===== src/rtl/rv_pkg.sv =====
// Shared encodings, FSM states and immediate helpers
// for the decode/execute stage.
package rv_pkg;

    localparam logic [6:0] OP_IMM    = 7'b0010011;
    localparam logic [6:0] OP_IMM_32 = 7'b0011011;
    localparam logic [6:0] LUI       = 7'b0110111;
    localparam logic [6:0] AUIPC     = 7'b0010111;
    localparam logic [6:0] JAL       = 7'b1101111;
    localparam logic [6:0] JALR      = 7'b1100111;
    localparam logic [6:0] SYSTEM    = 7'b1110011;

    localparam logic [2:0] F3_ADD  = 3'd0;
    localparam logic [2:0] F3_SLL  = 3'd1;
    localparam logic [2:0] F3_SLT  = 3'd2;
    localparam logic [2:0] F3_SLTU = 3'd3;
    localparam logic [2:0] F3_XOR  = 3'd4;
    localparam logic [2:0] F3_SR   = 3'd5;
    localparam logic [2:0] F3_OR   = 3'd6;
    localparam logic [2:0] F3_AND  = 3'd7;

    localparam logic [31:0] EBREAK = 32'h0010_0073;

    typedef enum logic [1:0] {
        S_IDLE,
        S_EXEC,
        S_WB,
        S_HALT
    } state_e;

    typedef enum logic [1:0] {
        IMM_I,
        IMM_U,
        IMM_J
    } imm_e;

    function automatic logic [63:0] imm_gen(
        input logic [31:0] i,
        input imm_e        t
    );
        case (t)
            IMM_U:   imm_gen = {{32{i[31]}}, i[31:12], 12'b0};
            IMM_J:   imm_gen = {{43{i[31]}}, i[31], i[19:12],
                                i[20], i[30:21], 1'b0};
            default: imm_gen = {{52{i[31]}}, i[31:20]};
        endcase
    endfunction

endpackage


===== src/rtl/idu_exu_seq_if.sv =====
// Fetch-to-decode instruction handshake.
interface idu_exu_seq_if;

    logic        inst_valid;
    logic        inst_ready;
    logic [31:0] inst;

    modport master (
        output inst_valid,
        output inst,
        input  inst_ready
    );

    modport slave (
        input  inst_valid,
        input  inst,
        output inst_ready
    );

endinterface


===== src/rtl/rv_regfile.sv =====
// Integer register file: one async read port, one sync write
// port, x0 hardwired to zero, plus a fixed a0 tap for halt.
module rv_regfile #(
    parameter int XLEN    = 64,
    parameter int NR_REGS = 32
) (
    input  logic            clk,
    input  logic            rst_n,
    input  logic [4:0]      i_raddr,
    output logic [XLEN-1:0] o_rdata,
    input  logic            i_we,
    input  logic [4:0]      i_waddr,
    input  logic [XLEN-1:0] i_wdata,
    output logic [XLEN-1:0] o_a0
);

    localparam int AW = $clog2(NR_REGS);

    logic [XLEN-1:0] r_regs [NR_REGS];
    logic            w_rok;
    logic            w_wok;

    assign w_rok = ({1'b0, i_raddr} < 6'(NR_REGS))
                && (i_raddr != 5'd0);
    assign w_wok = ({1'b0, i_waddr} < 6'(NR_REGS))
                && (i_waddr != 5'd0);

    assign o_rdata = w_rok ? r_regs[i_raddr[AW-1:0]] : '0;
    assign o_a0    = r_regs[10];

    always_ff @(posedge clk or negedge rst_n) begin
        if (!rst_n) begin
            for (int i = 0; i < NR_REGS; i++) begin
                r_regs[i] <= '0;
            end
        end else if (i_we && w_wok) begin
            r_regs[i_waddr[AW-1:0]] <= i_wdata;
        end
    end

endmodule


===== src/rtl/idu_exu_seq.sv =====
// Multi-cycle decode/execute for the RV integer immediate,
// upper and jump subset; owns the PC and the halt state.
module idu_exu_seq
    import rv_pkg::*;
#(
    parameter int          XLEN     = 64,
    parameter int          NR_REGS  = 32,
    parameter logic [63:0] RESET_PC = 64'h8000_0000
) (
    input  logic            clk,
    input  logic            rst_n,
    idu_exu_seq_if.slave    fetch,
    output logic [XLEN-1:0] pc,
    output logic            wb_en,
    output logic [4:0]      wb_addr,
    output logic [XLEN-1:0] wb_data,
    output logic            halt,
    output logic            illegal,
    output logic [XLEN-1:0] halt_code
);

    localparam logic [XLEN-1:0] PC0 = RESET_PC[XLEN-1:0];

    state_e          r_state;
    logic [31:0]     r_inst;
    logic            r_ready;
    logic [XLEN-1:0] r_pc;
    logic [XLEN-1:0] r_npc;
    logic            r_wb_en;
    logic [4:0]      r_wb_addr;
    logic [XLEN-1:0] r_wb_data;
    logic            r_halt;
    logic            r_illegal;
    logic [XLEN-1:0] r_halt_code;

    logic [6:0]      w_op;
    logic [4:0]      w_rd;
    logic [2:0]      w_f3;
    logic [4:0]      w_rs1a;
    logic [5:0]      w_f7hi;
    logic            w_ebreak;
    imm_e            w_imm_sel;
    logic [63:0]     w_imm64;
    logic [XLEN-1:0] w_imm;
    logic [XLEN-1:0] w_rs1;
    logic [XLEN-1:0] w_a0;
    logic [5:0]      w_shamt;
    logic            w_bad25;
    logic [XLEN-1:0] w_sra;
    logic [31:0]     w_sraw;
    logic [XLEN-1:0] w_pc4;
    logic [XLEN-1:0] w_jsum;
    logic            w_rd_oob;
    logic            w_rs1_oob;
    logic            w_we;
    logic [31:0]     w_w32;
    logic [XLEN-1:0] w_res;
    logic [XLEN-1:0] w_npc;
    logic            w_wr;
    logic            w_ill;
    logic            w_use_rs1;

    assign w_op     = r_inst[6:0];
    assign w_rd     = r_inst[11:7];
    assign w_f3     = r_inst[14:12];
    assign w_rs1a   = r_inst[19:15];
    assign w_f7hi   = r_inst[31:26];
    assign w_ebreak = (r_inst == EBREAK);

    assign w_imm_sel = (w_op == LUI || w_op == AUIPC) ? IMM_U :
                       (w_op == JAL)                  ? IMM_J :
                                                        IMM_I;
    assign w_imm64 = imm_gen(r_inst, w_imm_sel);
    assign w_imm   = w_imm64[XLEN-1:0];

    // shamt[5] only exists on RV64; on RV32 that bit must be zero
    assign w_shamt = (XLEN == 64) ? r_inst[25:20]
                                  : {1'b0, r_inst[24:20]};
    assign w_bad25 = (XLEN != 64) && r_inst[25];
    assign w_sra   = $signed(w_rs1) >>> w_shamt;
    assign w_sraw  = $signed(w_rs1[31:0]) >>> r_inst[24:20];
    assign w_pc4   = r_pc + XLEN'(4);
    assign w_jsum  = w_rs1 + w_imm;

    assign w_rd_oob  = {1'b0, w_rd} >= 6'(NR_REGS);
    assign w_rs1_oob = {1'b0, w_rs1a} >= 6'(NR_REGS);

    always_comb begin
        w_res     = '0;
        w_npc     = w_pc4;
        w_wr      = 1'b0;
        w_ill     = 1'b0;
        w_use_rs1 = 1'b0;
        w_w32     = '0;
        unique case (1'b1)
            (w_op == OP_IMM): begin
                w_wr      = 1'b1;
                w_use_rs1 = 1'b1;
                unique case (w_f3)
                    F3_ADD:  w_res = w_rs1 + w_imm;
                    F3_SLT:  w_res = XLEN'($signed(w_rs1) < $signed(w_imm));
                    F3_SLTU: w_res = XLEN'(w_rs1 < w_imm);
                    F3_XOR:  w_res = w_rs1 ^ w_imm;
                    F3_OR:   w_res = w_rs1 | w_imm;
                    F3_AND:  w_res = w_rs1 & w_imm;
                    F3_SLL: begin
                        w_res = w_rs1 << w_shamt;
                        w_ill = (w_f7hi != 6'd0) || w_bad25;
                    end
                    F3_SR: begin
                        w_res = r_inst[30] ? w_sra : (w_rs1 >> w_shamt);
                        w_ill = ((w_f7hi & 6'b101111) != 6'd0) || w_bad25;
                    end
                endcase
            end
            (w_op == OP_IMM_32): begin
                w_wr      = 1'b1;
                w_use_rs1 = 1'b1;
                w_ill     = (XLEN != 64);
                unique case (w_f3)
                    F3_ADD: w_w32 = w_rs1[31:0] + w_imm[31:0];
                    F3_SLL: begin
                        w_w32 = w_rs1[31:0] << r_inst[24:20];
                        w_ill = w_ill || (r_inst[31:25] != 7'd0);
                    end
                    F3_SR: begin
                        w_w32 = r_inst[30] ? w_sraw
                                           : (w_rs1[31:0] >> r_inst[24:20]);
                        w_ill = w_ill
                             || ((r_inst[31:25] & 7'b1011111) != 7'd0);
                    end
                    default: w_ill = 1'b1;
                endcase
                w_res = XLEN'(signed'(w_w32));
            end
            (w_op == LUI): begin
                w_wr  = 1'b1;
                w_res = w_imm;
            end
            (w_op == AUIPC): begin
                w_wr  = 1'b1;
                w_res = r_pc + w_imm;
            end
            (w_op == JAL): begin
                w_wr  = 1'b1;
                w_res = w_pc4;
                w_npc = r_pc + w_imm;
                w_ill = w_npc[1];
            end
            (w_op == JALR): begin
                w_wr      = 1'b1;
                w_use_rs1 = 1'b1;
                w_res     = w_pc4;
                w_npc     = {w_jsum[XLEN-1:1], 1'b0};
                w_ill     = (w_f3 != 3'd0) || w_npc[1];
            end
            (w_op == SYSTEM): w_ill = !w_ebreak;
            default:          w_ill = 1'b1;
        endcase
        if (!w_ebreak && (w_rd_oob || (w_use_rs1 && w_rs1_oob))) begin
            w_ill = 1'b1;
        end
    end

    assign w_we = (r_state == S_WB) && r_wb_en;

    rv_regfile #(
        .XLEN    (XLEN),
        .NR_REGS (NR_REGS)
    ) u_rf (
        .clk     (clk),
        .rst_n   (rst_n),
        .i_raddr (w_rs1a),
        .o_rdata (w_rs1),
        .i_we    (w_we),
        .i_waddr (r_wb_addr),
        .i_wdata (r_wb_data),
        .o_a0    (w_a0)
    );

    always_ff @(posedge clk or negedge rst_n) begin
        if (!rst_n) begin
            r_state     <= S_IDLE;
            r_inst      <= '0;
            r_ready     <= 1'b1;
            r_pc        <= PC0;
            r_npc       <= PC0;
            r_wb_en     <= 1'b0;
            r_wb_addr   <= '0;
            r_wb_data   <= '0;
            r_halt      <= 1'b0;
            r_illegal   <= 1'b0;
            r_halt_code <= '0;
        end else begin
            unique case (r_state)
                S_IDLE: begin
                    if (fetch.inst_valid && r_ready) begin
                        r_inst  <= fetch.inst;
                        r_ready <= 1'b0;
                        r_state <= S_EXEC;
                    end
                end
                S_EXEC: begin
                    if (w_ebreak || w_ill) begin
                        r_state     <= S_HALT;
                        r_halt      <= 1'b1;
                        r_illegal   <= w_ill;
                        r_halt_code <= w_a0;
                    end else begin
                        r_state   <= S_WB;
                        r_wb_en   <= w_wr && (w_rd != 5'd0);
                        r_wb_addr <= w_rd;
                        r_wb_data <= w_res;
                        r_npc     <= w_npc;
                    end
                end
                S_WB: begin
                    r_wb_en <= 1'b0;
                    r_pc    <= r_npc;
                    r_ready <= 1'b1;
                    r_state <= S_IDLE;
                end
                S_HALT: r_state <= S_HALT;
            endcase
        end
    end

    assign fetch.inst_ready = r_ready;
    assign pc        = r_pc;
    assign wb_en     = r_wb_en;
    assign wb_addr   = r_wb_addr;
    assign wb_data   = r_wb_data;
    assign halt      = r_halt;
    assign illegal   = r_illegal;
    assign halt_code = r_halt_code;

endmodule

===== src/flat_wrapper.sv =====
// flat-port wrapper written by rule: the top's interface ports become plain ports
module idu_exu_seq_flat import rv_pkg::*;
#(
    parameter int          XLEN     = 64,
    parameter int          NR_REGS  = 32,
    parameter logic [63:0] RESET_PC = 64'h8000_0000
)
  (clk, rst_n, pc, wb_en, wb_addr, wb_data, halt, illegal, halt_code, fetch_inst_valid, fetch_inst, fetch_inst_ready);
  idu_exu_seq_if fetch_i ();
  input  logic clk;
  input  logic rst_n;
  output logic [XLEN-1:0] pc;
  output logic wb_en;
  output logic [4:0] wb_addr;
  output logic [XLEN-1:0] wb_data;
  output logic halt;
  output logic illegal;
  output logic [XLEN-1:0] halt_code;
  input wire logic [$bits(fetch_i.inst_valid)-1:0] fetch_inst_valid;
  input wire logic [$bits(fetch_i.inst)-1:0] fetch_inst;
  output wire logic [$bits(fetch_i.inst_ready)-1:0] fetch_inst_ready;
  assign fetch_i.inst_valid = fetch_inst_valid;
  assign fetch_i.inst = fetch_inst;
  assign fetch_inst_ready = fetch_i.inst_ready;
  idu_exu_seq #(.XLEN(XLEN), .NR_REGS(NR_REGS), .RESET_PC(RESET_PC)) u_core (.clk(clk), .rst_n(rst_n), .fetch(fetch_i), .pc(pc), .wb_en(wb_en), .wb_addr(wb_addr), .wb_data(wb_data), .halt(halt), .illegal(illegal), .halt_code(halt_code));
endmodule

===== config.mk =====
export PLATFORM = sky130hd
export DESIGN_NAME = idu_exu_seq_flat
export DESIGN_NICKNAME = d
export VERILOG_FILES = /design/src/rtl/rv_pkg.sv /design/src/rtl/idu_exu_seq_if.sv /design/src/rtl/rv_regfile.sv /design/src/rtl/idu_exu_seq.sv /design/src/flat_wrapper.sv
export SDC_FILE = /design/constraint.sdc
export NUM_CORES = 2
export LEC_CHECK = 0
export BUFFER_PORTS_ARGS = -buffer_cell sky130_fd_sc_hd__clkbuf_2
export CELL_PAD_IN_SITES_DETAIL_PLACEMENT = 1
export CELL_PAD_IN_SITES_GLOBAL_PLACEMENT = 1
export CORE_UTILIZATION = 35
export DETAILED_ROUTE_END_ITERATION = 16
export HOLD_SLACK_MARGIN = 0.03
export PLACE_DENSITY = 0.57
export SYNTH_ARGS = -nofsm -noshare
export SYNTH_HDL_FRONTEND = slang
export SYNTH_SLANG_ARGS = --single-unit

===== constraint.sdc =====
create_clock -name clk -period 16.75 [get_ports clk]
set_input_delay 0.8375 -clock clk [delete_from_list [all_inputs] [get_ports clk]]
set_output_delay 0.8375 -clock clk [all_outputs]
set_load 0.02 [all_outputs]

==> out/metrics.csv <==
metric,value,unit
largest net degree at the start of global routing,176,
Synth cell types,103,
GRT Max-Usage Layer,met2,
Reg2Reg Setup Slack,6.80,ns
clock tree from TritonCTS,built,
RR Endpoint,u_core.wb_data[40]$_DFFE_PN0P_,
Ports,236,
Core Footprint,0.3664,mm^2
gr ovfl total,0,
total CTS buffers,286,
CP Depth,24,
WL/cell,40.91,um
Worst Setup End Kind,flip-flop,
Die ar.,0.3715,mm^2
M1 GR Usage,47.25,%
worst hold-check path type,input pin to flip-flop,
# port buffers,235,
Fin Setup TNS,0,ns
std cell rows,222,
Die H,609.5,um
"delay-heaviest family, CP",compound AO/OA/AOI/OAI gates,
vias per std cell,6.311,
Worst EP required,17.45,ns
Final Wtd Congestion,1.077,
hold wc startpoint,fetch_inst[3],
endpoints failing setup,0,
area occupied by multi-input gates,0.06591,mm^2
antenna-violating nets left,0,
root buf cell,clkbuf_16,
PwrDens,84.21,mW/mm^2
clock buffer depth,4,
max incr delay on CP,1.00,ns
Final WS setup,6.799,ns
Tot GR Track Use,34.90,%
failing checks,"max-capacitance violations, max-slew violations",
Initial Util,35.26,%
register area share after synthesis,45.31,%
met2 usage,53.54,%
Buf/Inv on CP,5,
max-slew violations,5,
Leak,67.33,nW
post-route total power,12.24,mW
Worst Setup Start Kind,flip-flop,
status,finished with violations,
MaxCap Viol Count,2,
post-synthesis cell count,11210,
Post-synth EDFFs,0,
iteration-0 DRC count of the detailed router,10750,
drt drc,0,
Worst Tran Pin Value,1.542,ns
H-tree depth,5,
grt met3 use,6.430,%
initial antenna violation count,65,
Critical Path Fanout Max,44,
worst setup path end,u_core.wb_data[40]$_DFFE_PN0P_,
die width,609.5,um
VDD IR-drop max,84.90,uV
cells along the critical path,"buf_4, buf_4, mux4_2, a22o_1, a221oi_1, nand3_1, nand2_1, inv_1, ha_1, and3_1, nand4_1, a2111oi_1, buf_4, o311ai_2, nand2_1, a21bo_2, a21oi_1, xnor2_1, nor2_1, o41a_1, buf_4, o21bai_1, o22ai_1, o21ai_0",
area grow syn2layout,12.53,%
Critical Path Slowest Stage Cell,a2111oi_1,
layout cells sized above 1,33.00,%
Synth Warn #,0,
top_reg_cell synth,dfrtp_1,
unrepaired setup endpoints after global routing,no,
"flops & latches, synth",2339,
WS Path Type,flip-flop to flip-flop,
Worst-Skew Late Latency,0.94,ns
Final nets,11390,
Worst setup startpoint,u_core.r_inst[15]$_DFFE_PN0P_,
worst rel slew slack,-3.168,%
minimum clock period,9.951,ns
worst r2r path cells,24,
Syn Area/Cell,11.53,um^2
Place WS,7.115,ns
clock transition at the registers of the reported paths,0.06,ns
RR Startpoint,u_core.r_inst[15]$_DFFE_PN0P_,
vias in the first global route,105500,
synthesized area,0.1292,mm^2
DR pass1 iterations,8,
final worst-path cycle share,59.41,%
clk sinks,2339,
final count of hold timing violations,0,
Crit path top cell by count,buf_4,
Max Fclk,100.5,MHz
syn nets,11500,
Post-DP HPWL,461.0,mm
DR vias,101900,
crit path DAT,10.65,ns
global-route wire length before repair,907.4,mm
WL final,660.4,mm
Layout Skew,0.07500,ns
register area,0.05858,mm^2
Fillers,38680,
async set-reset flop share out of synthesis,100.0,%
Post-CTS Resized,0,
==> registers in the layout (all words and copies together), names as in the netlist, 5 cells and up <==
register and count:
u_core.r_inst 32, u_core.halt_code 64, u_core.r_npc 64, u_core.pc 64, u_core.wb_data 64, u_core.u_rf.r_regs 1976
u_core.wb_addr 5, u_core.u_rf.o_a0 64
==> report_power, final <==
group / total, mW / internal (mW) / switching [mW]
clock: 6.46 / 3.79 / 2.68
sequential: 5.65 / 5.65 / 0
combinational: 0.128 / 0.00872 / 0.119
total: 12.2 / 9.45 / 2.79
==> worst min-delay path by stage <==
stage,endpoint,cells past startpoint
5_1_grt,u_core.r_inst[3]$_DFFE_PN0P_,3
3_3_place_gp,u_core.u_rf.r_regs[2007]$_DFFE_PN0P_,0
4_1_cts,u_core.r_inst[26]$_DFFE_PN0P_,2
3_5_place_dp,u_core.u_rf.r_regs[2017]$_DFFE_PN0P_,0
6_report,u_core.r_inst[3]$_DFFE_PN0P_,3
2_1_floorplan,u_core.u_rf.r_regs[2007]$_DFFE_PN0P_,1
==> cell usage in the layout, fill, tap and decap left out, types with 23 or more instances in the layout <==
cell	n
o221ai_1	37
a22o_1	54
nand4_1	95
o31ai_1	24
a31oi_1	78
o21ai_0	432
nor3_1	81
o22ai_1	71
xor2_1	59
nand2b_1	33
clkbuf_16	289
nor2_1	441
clkinv_2	36
a21oi_1	516
mux2i_1	689
xnor2_1	119
o211ai_1	82
a211oi_1	68
dfrtp_1	2315
ha_1	256
a221oi_1	81
o21bai_1	43
a22oi_1	324
mux4_2	237
clkbuf_8	70
nand3_1	239
o21a_1	32
nand2_1	637
a221o_1	23
and3_1	46
and2_1	45
or2_2	24
clkbuf_1	50
inv_1	167
mux2_2	2209
a32oi_1	25
buf_4	399
a21o_1	104
clkbuf_2	234
==> tightest hold or removal path, cell delays in order <==
cell and delay [ns]:
clkbuf_2 0.08, nand2_1 0.04, o21ai_0 0.06
==> what timing repair did <==
item,CTS,global route
setup buffers,0,0
hold endpoints to repair,123,0
hold buffers,1,0
==> stage by stage <==
step	instances	cell area, um^2	hold WS (ns)	util (%)
detailed placement	15630	135700	0.3613	37.04
CTS	16130	145300	0.1251	39.67
global placement	15630	135700	0.3580	37.04
finish	16140	145400	0.1703	39.68
floorplan	11210	129200	0.4218	-
global route	16130	145300	0.1582	39.67
==> cell families (layout without fill, tap and decap cells) <==
group | count (synthesis) | count (layout) | share of synthesized area, %
multiplexers | 3148 | 3148 | 28.98
flip-flops | 2339 | 2339 | 45.31
AO/OA/AOI/OAI | 2231 | 2231 | 11.47
AND/OR/NAND/NOR | 1824 | 1824 | 6.432
buffers and inverters | 1228 | 1336 | 4.086
adder cells (fa/ha/maj) | 258 | 258 | 2.510
XOR/XNOR | 178 | 178 | 1.207
other | 0 | 14 | 0
==> layer usage <==
layer	part of all wire, %	up-vias
li1	-	41100
met1	43	55270
met3	7.0	1185
met4	5.8	24
met5	0.024	-
met2	44	4298
==> cell usage after synthesis, types with 43 or more instances <==
cell type,instances,area share [%]
nor3_1,88,0.34
o211ai_1,82,0.48
buf_1,126,0.37
o21bai_1,43,0.25
clkbuf_1,787,2.3
nand3_1,239,0.93
nand4_1,95,0.46
a21oi_1,520,2.0
a21o_1,104,0.60
a22oi_1,324,1.9
mux2_2,2209,19
xnor2_1,119,0.81
ha_1,256,2.5
and2_1,46,0.22
nor2_1,467,1.4
mux2i_1,689,5.3
a22o_1,54,0.37
mux4_2,237,4.1
nand2_1,657,1.9
a221oi_1,81,0.55
inv_1,172,0.50
dfrtp_1,2336,45
o21ai_0,434,1.7
a31oi_1,82,0.40
a211oi_1,69,0.40
buf_6,54,0.47
o22ai_1,71,0.34
xor2_1,59,0.40
and3_1,50,0.24
==> cell type report <==
cell class                 count  share of cell area (%)
tap                         4816                   4.145
clock buffer                 409                   5.767
antenna                       14                 0.02410
sequential                  2339                   40.30
inverter                     182                  0.4734
timing repair buffer         651                   3.097
multi-input combinational   7639                   45.34
clock inverter                94                  0.8538
(Power assumes the default switching activity.)
